File: src/rtl/hazard_ctrl_if.sv
// Pipeline-sequencing bundle between the decode/execute datapath and hazard_ctrl.
// master = datapath side (drives hazard sources), slave = hazard_ctrl (drives controls).
interface hazard_ctrl_if;
  logic        id_valid;
  logic [4:0]  id_rs;
  logic [4:0]  id_rt;
  logic        id_uses_rs;
  logic        id_uses_rt;
  logic [4:0]  ix_dest;
  logic        ix_is_load;
  logic        ix_write_to_reg;
  logic        ix_redirect;
  logic        dmem_busy;

  logic        pc_we;
  logic        if_id_we;
  logic        id_ix_we;
  logic        if_id_flush;
  logic        id_ix_bubble;
  logic [1:0]  ctrl_state;
  logic        mem_timeout;
  logic [15:0] perf_stalls;
  logic [15:0] perf_flushes;

  modport master (
    output id_valid, id_rs, id_rt, id_uses_rs, id_uses_rt,
           ix_dest, ix_is_load, ix_write_to_reg, ix_redirect, dmem_busy,
    input  pc_we, if_id_we, id_ix_we, if_id_flush, id_ix_bubble,
           ctrl_state, mem_timeout, perf_stalls, perf_flushes
  );

  modport slave (
    input  id_valid, id_rs, id_rt, id_uses_rs, id_uses_rt,
           ix_dest, ix_is_load, ix_write_to_reg, ix_redirect, dmem_busy,
    output pc_we, if_id_we, id_ix_we, if_id_flush, id_ix_bubble,
           ctrl_state, mem_timeout, perf_stalls, perf_flushes
  );
endinterface

File: src/rtl/hazard_ctrl.sv
// Pipeline sequencing controller: load-use stalls, IX redirect flushes, data-memory freeze.
// Optional performance counters are built when HAZARD_PERF_EN is defined.
module hazard_ctrl #(
  parameter int unsigned LOAD_USE_CYCLES = 1,
  parameter int unsigned FLUSH_CYCLES    = 1,
  parameter int unsigned MEM_TIMEOUT     = 255
) (
  input  logic         clk,
  input  logic         rst_n,
  hazard_ctrl_if.slave hz
);

  typedef enum logic [1:0] {
    RUN      = 2'd0,
    STALL    = 2'd1,
    FLUSH    = 2'd2,
    MEM_WAIT = 2'd3
  } state_t;

  localparam logic [1:0] LU_INIT = 2'(LOAD_USE_CYCLES - 1);
  localparam logic [1:0] FL_INIT = 2'(FLUSH_CYCLES - 1);
  localparam logic [7:0] TIMEOUT = 8'(MEM_TIMEOUT);

  state_t     state, state_nx, ret_state, ret_state_nx, eff_state;
  logic [1:0] cnt, cnt_nx;
  logic [7:0] busy_cnt, busy_cnt_nx;
  logic       timeout, timeout_nx;
  logic       rs_hit, rt_hit, lu_hazard;
  logic       pc_we_c, if_id_we_c, id_ix_we_c, flush_c, bubble_c;

  always_comb begin
    rs_hit    = hz.id_uses_rs && (hz.id_rs == hz.ix_dest);
    rt_hit    = hz.id_uses_rt && (hz.id_rt == hz.ix_dest);
    lu_hazard = hz.id_valid && hz.ix_is_load && hz.ix_write_to_reg &&
                (hz.ix_dest != '0) && (rs_hit || rt_hit);
  end

  // On the cycle memory releases, behave as the pre-empted state so the held
  // redirect/hazard is acted on without losing a cycle.
  assign eff_state = (state == MEM_WAIT && !hz.dmem_busy) ? ret_state : state;

  always_comb begin
    state_nx     = eff_state;
    ret_state_nx = ret_state;
    cnt_nx       = cnt;
    busy_cnt_nx  = busy_cnt;
    timeout_nx   = timeout;
    pc_we_c      = 1'b1;
    if_id_we_c   = 1'b1;
    id_ix_we_c   = 1'b1;
    flush_c      = 1'b0;
    bubble_c     = 1'b0;

    if (state == MEM_WAIT && !hz.dmem_busy)
      busy_cnt_nx = '0;

    if (hz.dmem_busy && state != FLUSH) begin
      pc_we_c    = 1'b0;
      if_id_we_c = 1'b0;
      id_ix_we_c = 1'b0;
      state_nx   = MEM_WAIT;
      if (state != MEM_WAIT) begin
        ret_state_nx = state;
        busy_cnt_nx  = 8'd1;
      end else if (busy_cnt != '1) begin
        busy_cnt_nx = busy_cnt + 8'd1;
      end
      if (busy_cnt_nx >= TIMEOUT)
        timeout_nx = 1'b1;
    end else begin
      case (eff_state)
        RUN: begin
          if (hz.ix_redirect) begin
            flush_c  = 1'b1;
            bubble_c = 1'b1;
            cnt_nx   = FL_INIT;
            state_nx = (FLUSH_CYCLES > 1) ? FLUSH : RUN;
          end else if (lu_hazard) begin
            pc_we_c    = 1'b0;
            if_id_we_c = 1'b0;
            bubble_c   = 1'b1;
            cnt_nx     = LU_INIT;
            state_nx   = (LOAD_USE_CYCLES > 1) ? STALL : RUN;
          end
        end
        STALL: begin
          pc_we_c    = 1'b0;
          if_id_we_c = 1'b0;
          bubble_c   = 1'b1;
          cnt_nx     = cnt - 2'd1;
          state_nx   = (cnt <= 2'd1) ? RUN : STALL;
        end
        FLUSH: begin
          flush_c  = 1'b1;
          bubble_c = 1'b1;
          cnt_nx   = cnt - 2'd1;
          state_nx = (cnt <= 2'd1) ? RUN : FLUSH;
        end
        default: ;
      endcase
    end
  end

  always_ff @(posedge clk or negedge rst_n) begin
    if (!rst_n) begin
      state     <= RUN;
      ret_state <= RUN;
      cnt       <= '0;
      busy_cnt  <= '0;
      timeout   <= 1'b0;
    end else begin
      state     <= state_nx;
      ret_state <= ret_state_nx;
      cnt       <= cnt_nx;
      busy_cnt  <= busy_cnt_nx;
      timeout   <= timeout_nx;
    end
  end

  // Reset overrides the controls combinationally so the pipe is held the instant rst_n drops.
  assign hz.pc_we        = rst_n & pc_we_c;
  assign hz.if_id_we     = rst_n & if_id_we_c;
  assign hz.id_ix_we     = rst_n & id_ix_we_c;
  assign hz.if_id_flush  = ~rst_n | flush_c;
  assign hz.id_ix_bubble = ~rst_n | bubble_c;
  assign hz.ctrl_state   = state;
  assign hz.mem_timeout  = timeout;

`ifdef HAZARD_PERF_EN
  logic [15:0] stalls, flushes;
  logic        redirect_acc;

  assign redirect_acc = (eff_state == RUN) && !hz.dmem_busy && hz.ix_redirect;

  always_ff @(posedge clk or negedge rst_n) begin
    if (!rst_n) begin
      stalls  <= '0;
      flushes <= '0;
    end else begin
      if (!pc_we_c && stalls != '1)
        stalls <= stalls + 16'd1;
      if (redirect_acc && flushes != '1)
        flushes <= flushes + 16'd1;
    end
  end

  assign hz.perf_stalls  = stalls;
  assign hz.perf_flushes = flushes;
`else
  assign hz.perf_stalls  = '0;
  assign hz.perf_flushes = '0;
`endif

endmodule
File: src/flat_wrapper.sv
// flat-port wrapper written by rule: the top's interface ports become plain ports
module hazard_ctrl_flat 
#(
  parameter int unsigned LOAD_USE_CYCLES = 1,
  parameter int unsigned FLUSH_CYCLES    = 1,
  parameter int unsigned MEM_TIMEOUT     = 255
)
  (clk, rst_n, hz_id_valid, hz_id_rs, hz_id_rt, hz_id_uses_rs, hz_id_uses_rt, hz_ix_dest, hz_ix_is_load, hz_ix_write_to_reg, hz_ix_redirect, hz_dmem_busy, hz_pc_we, hz_if_id_we, hz_id_ix_we, hz_if_id_flush, hz_id_ix_bubble, hz_ctrl_state, hz_mem_timeout, hz_perf_stalls, hz_perf_flushes);
  hazard_ctrl_if hz_i ();
  input  logic clk;
  input  logic rst_n;
  input wire logic [$bits(hz_i.id_valid)-1:0] hz_id_valid;
  input wire logic [$bits(hz_i.id_rs)-1:0] hz_id_rs;
  input wire logic [$bits(hz_i.id_rt)-1:0] hz_id_rt;
  input wire logic [$bits(hz_i.id_uses_rs)-1:0] hz_id_uses_rs;
  input wire logic [$bits(hz_i.id_uses_rt)-1:0] hz_id_uses_rt;
  input wire logic [$bits(hz_i.ix_dest)-1:0] hz_ix_dest;
  input wire logic [$bits(hz_i.ix_is_load)-1:0] hz_ix_is_load;
  input wire logic [$bits(hz_i.ix_write_to_reg)-1:0] hz_ix_write_to_reg;
  input wire logic [$bits(hz_i.ix_redirect)-1:0] hz_ix_redirect;
  input wire logic [$bits(hz_i.dmem_busy)-1:0] hz_dmem_busy;
  output wire logic [$bits(hz_i.pc_we)-1:0] hz_pc_we;
  output wire logic [$bits(hz_i.if_id_we)-1:0] hz_if_id_we;
  output wire logic [$bits(hz_i.id_ix_we)-1:0] hz_id_ix_we;
  output wire logic [$bits(hz_i.if_id_flush)-1:0] hz_if_id_flush;
  output wire logic [$bits(hz_i.id_ix_bubble)-1:0] hz_id_ix_bubble;
  output wire logic [$bits(hz_i.ctrl_state)-1:0] hz_ctrl_state;
  output wire logic [$bits(hz_i.mem_timeout)-1:0] hz_mem_timeout;
  output wire logic [$bits(hz_i.perf_stalls)-1:0] hz_perf_stalls;
  output wire logic [$bits(hz_i.perf_flushes)-1:0] hz_perf_flushes;
  assign hz_i.id_valid = hz_id_valid;
  assign hz_i.id_rs = hz_id_rs;
  assign hz_i.id_rt = hz_id_rt;
  assign hz_i.id_uses_rs = hz_id_uses_rs;
  assign hz_i.id_uses_rt = hz_id_uses_rt;
  assign hz_i.ix_dest = hz_ix_dest;
  assign hz_i.ix_is_load = hz_ix_is_load;
  assign hz_i.ix_write_to_reg = hz_ix_write_to_reg;
  assign hz_i.ix_redirect = hz_ix_redirect;
  assign hz_i.dmem_busy = hz_dmem_busy;
  assign hz_pc_we = hz_i.pc_we;
  assign hz_if_id_we = hz_i.if_id_we;
  assign hz_id_ix_we = hz_i.id_ix_we;
  assign hz_if_id_flush = hz_i.if_id_flush;
  assign hz_id_ix_bubble = hz_i.id_ix_bubble;
  assign hz_ctrl_state = hz_i.ctrl_state;
  assign hz_mem_timeout = hz_i.mem_timeout;
  assign hz_perf_stalls = hz_i.perf_stalls;
  assign hz_perf_flushes = hz_i.perf_flushes;
  hazard_ctrl #(.LOAD_USE_CYCLES(LOAD_USE_CYCLES), .FLUSH_CYCLES(FLUSH_CYCLES), .MEM_TIMEOUT(MEM_TIMEOUT)) u_core (.clk(clk), .rst_n(rst_n), .hz(hz_i));
endmodule
File: config.mk
export PLATFORM = sky130hd
export DESIGN_NAME = hazard_ctrl_flat
export DESIGN_NICKNAME = d
export VERILOG_FILES = /design/src/rtl/hazard_ctrl_if.sv /design/src/rtl/hazard_ctrl.sv /design/src/flat_wrapper.sv
export SDC_FILE = /design/constraint.sdc
export NUM_CORES = 1
export LEC_CHECK = 0
export CAP_MARGIN = 20
export CORE_MARGIN = 4
export CORE_UTILIZATION = 49
export CTS_BUF_LIST = sky130_fd_sc_hd__clkbuf_2 sky130_fd_sc_hd__clkbuf_4 sky130_fd_sc_hd__clkbuf_8
export DETAILED_ROUTE_END_ITERATION = 8
export GPL_ROUTABILITY_DRIVEN = 0
export PLACE_DENSITY = 0.95
export SETUP_SLACK_MARGIN = 0.2
export SYNTH_ARGS = -nofsm -noshare
export SYNTH_HDL_FRONTEND = slang
export SYNTH_SLANG_ARGS = --single-unit
File: constraint.sdc
create_clock -name clk -period 5.5 [get_ports clk]
set_clock_uncertainty 0.05 [all_clocks]
set_input_delay 0.55 -clock clk [delete_from_list [all_inputs] [get_ports clk]]
set_output_delay 0.55 -clock clk [all_outputs]
set_load 0.01 [all_outputs]
==> reports/qor_table.md <==
| Item | Reported | Unit |
|---|---|---|
| Die X | 66.1 | um |
| Initial antenna violation count | 0 | - |
| Slowest-stage cell, CP | dfrtp_1 | - |
| Multi-input gate area in the final layout | 1050 | um2 |
| Ratio of total power to cell area | 383 | nW/um2 |
| Number of sinks handled by clock tree synthesis | 15 | - |
| Count of synthesis-stage warnings from yosys | 0 | - |
| Number of hold violations in the final report | 0 | - |
| RR Endpoint | u_core.cnt[0]$_DFFE_PN0P_ | - |
| Total Negative Setup Slacks | 0 | ps |
| Area of the mapped netlist | 1660 | um2 |
| Source-to-sink clock delay at the later pin of the worst-skew pair | 290 | ps |
| Measured slew at the worst slew-check pin | 569 | ps |
| Highest achievable clock rate | 282 | MHz |
| Die area | 4370 | um2 |
| Average wire per standard cell | 13.7 | um |
| Setup slack of the most critical reg-to-reg path | 3030 | ps |
| CTS tree | yes | - |
| Crit-path most repeated cell | inv_1 | - |
| Hold-critical path depth | 1 | - |
| Status | finished clean | - |
| Row cnt | 20 | - |
| Leading post-synthesis cells by instance count | buf_4, nand2_1, dfrtp_1 | - |
| Max-Cap Viols | 0 | - |
| Source of the worst register-to-register timing path | u_core.hz.ctrl_state[0]$_DFF_PN0_ | - |
| Share of synthesized area occupied by flip-flops and latches | 22.7 | % |
| Cells resized by post-CTS repair | 0 | - |
| Average via count per standard cell | 5.40 | - |
| Library cells used by synthesis | 44 | - |
| Initial Util | 52.5 | % |
| H-Tree Depth | 1 | - |
| Setup violators final | 0 | - |
| Leakage component of the power | 0.796 | nW |
| Worst Reg2Reg Path Length in Cells | 7 | - |
| Pin count of the biggest net entering global routing | 21 | - |
| Clock slew seen by the registers of the worst setup and hold paths | 90 | ps |
| Count of inserted antenna diode cells | 0 | - |
| First-pass GRT wire length | 6.09 | mm |
| Number of violations reported at the end of detailed-routing iteration 0 | 267 | - |
| Boundary pin count | 64 | - |
| Number of buffers inserted during clock tree synthesis | 3 | - |
| Synthesized instance count | 214 | - |
| Critical-path cell list | inv_1, o31a_1, inv_1, ha_1, a21o_1, nand2_1, o21ai_0, clkdlybuf4s50_1 | - |
| Vias after detailed routing | 1517 | - |
| Number of max-slew violations in the final report | 0 | - |
| Global routing usage summed across all routing layers | 17.5 | % |
| Vias in the first global route | 1356 | - |
| Nets | 268 | - |
| DRT Wirelength | 3.85 | mm |
| Cts hold-fix bufs | 0 | - |
| Post-CTS Setup Bufs | 0 | - |
| CTS Buffer Depth | 2 | - |
| Peak fanout along the critical path | 12 | - |
| Post-detailed-route count of antenna-violating nets | 0 | - |
| Share of the synthesized area in the top cell type | 22.7 | % |
| Unrepaired setup endpoints after global routing | false | - |
| Initial DRT Pass Iterations | 4 | - |
| Synthesized area per cell | 7.74 | um2 |
| Flip-flop and latch area | 375 | um2 |
| Number of synthesized register bits | 15 | - |
| Delay of the slowest cell on the worst path | 590 | ps |
| Worst slew margin | 62.1 | % |
| CP arrival | 2950 | ps |
| I/O Buffers | 31 | - |
| Sum of net half-perimeters after detailed placement | 2.97 | mm |
| Final routed DRC violation total | 0 | - |
| Worst Hold Slack | 452 | ps |
| Shortest period the worst path allows | 3550 | ps |
| Worst hold endpoint | u_core.ret_state[1]$_DFFE_PN0P_ | - |
| Leading post-synthesis cells by cell area | dfrtp_1, buf_4, nand2_1 | - |
| CORE AREA | 3150 | um2 |
| Layout fillers | 291 | - |
| Clock tree root buffer cell | clkbuf_4 | - |
| Crit share post-route | 64.5 | % |
| Post-synthesis cell type with the largest combined area | dfrtp_1 | - |
| Total overflow reported by the global router | 0 | - |
| Min-delay src | u_core.ret_state[1]$_DFFE_PN0P_ | - |
| Data required time of the worst path | 4900 | ps |
| Classification of the worst setup path | reg -> out | - |
| VDD IR-drop max | 0.000137 | V |
| Fraction of layout cells with a size suffix above 1 | 4.22 | % |
| Synth-to-layout area growth | 13.5 | % |
| Critical path startpoint category | flop | - |
| Dominant cell by count in the synthesized netlist | buf_4 | - |
| Proportion of synthesized flip-flops having asynchronous set or reset | 100 | % |
| Vertical die dimension | 66.1 | um |
| Number of enable-type register cells in the synthesized netlist | 0 | - |
| Most common flop cell mapped by yosys | dfrtp_1 | - |
| Type of the tightest min-delay check | reg -> reg | - |
| Endpoint class of the critical path | primary output | - |
## cells by family (layout without fill, tap and decap cells)
family	after synthesis	count (layout)	share of synthesized area, %
adders and majority gates	6	6	4.54
muxes	1	1	0.605
xor gates and xnor gates	11	11	5.82
other	1	32	0.227
DFF	15	15	22.7
buffers and inverters	56	48	20.9
AOI/OAI and AO/OA	56	56	24.9
and+or+nand+nor	68	68	20.4
## placed cells by master (no fill, tap or decap), types with 2 or more instances in the layout
master           instances
nand4_1                  6
o31ai_1                  3
nand2_1                 26
a21oi_1                  9
ha_1                     6
o22ai_1                  5
dfrtp_1                 15
nor2_1                   7
a21o_1                   2
nor3_1                   4
buf_4                    2
conb_1                  32
and2_1                   2
o211ai_1                 3
clkdlybuf4s50_1         31
o211a_1                  2
nand3_1                  8
a222oi_1                 2
a211oi_1                 2
and3_1                   3
nand2b_1                 6
o21a_1                   2
xnor2_1                 11
inv_1                   11
a22o_1                   4
o21ai_0                  8
a31oi_1                  6
clkbuf_4                 4
## layout make-up
type                            count  area share, %
Tap cell                           44           2.93
Clock buffer                        4           1.60
Multi-Input combinational cell    174           56.0
Sequential cell                    15           20.0
Timing Repair Buffer               33           17.3
Inverter                           11           2.20
## routing by layer
metal | vias to the layer above | global-route usage (%) | routed length [um]
li1 | 746 | - | -
met1 | 704 | 22.1 | 1580
met2 | 63 | 30.1 | 1960
met3 | 4 | 3.06 | 259
met5 | - | 0 | 0
met4 | 0 | 5.08 | 46
## state kept, by name, summed over array words and instances (netlist names)
| signal | cells |
|---|---|
| u_core.hz.mem_timeout | 1 |
| u_core.ret_state | 2 |
| u_core.hz.ctrl_state | 2 |
| u_core.cnt | 2 |
| u_core.busy_cnt | 8 |
## how the worst max path moves through the flow
stage                                                  from         endpoint  slack [ps]  depth (start not counted)
after global routing      u_core.hz.ctrl_state[0]$_DFF_PN0_   hz_if_id_flush        1770                          8
after floorplan                                hz_dmem_busy         hz_pc_we        2850                          8
after global placement                         hz_dmem_busy  hz_id_ix_bubble        2080                         11
final                     u_core.hz.ctrl_state[0]$_DFF_PN0_   hz_if_id_flush        1950                          8
after detailed placement                       hz_dmem_busy  hz_id_ix_bubble        2010                         11
after CTS                 u_core.hz.ctrl_state[0]$_DFF_PN0_   hz_if_id_flush        1970                          8
## per-stage QoR
stage,utilization (%),power [mW],std cells,instance area [um2],setup slack [ps]
final,59.6,0.719,281,1880,1950
after global routing,59.6,0.783,281,1880,1770
after CTS,59.6,0.713,281,1880,1970
after detailed placement,58.6,0.641,277,1850,2010
after global placement,58.6,0.621,277,1850,2080
after floorplan,-,0.544,245,1770,2850
## power by group
part | internal, mW | leakage (nW) | total [mW] | switching (mW)
clock | 0.0332 | 0.0184 | 0.0722 | 0.0391
combinational | 0.190 | 0.591 | 0.409 | 0.220
sequential | 0.148 | 0.186 | 0.237 | 0.0896
## critical path: cells and delay by family (launching register included)
kind | cells | cell delay, ps
AOI/OAI and AO/OA | 3 | 710
adders and majority gates | 1 | 330
and+or+nand+nor | 1 | 50
buffers and inverters | 3 | 970
DFF | 1 | 590
Power figures use the tool's default switching activity.
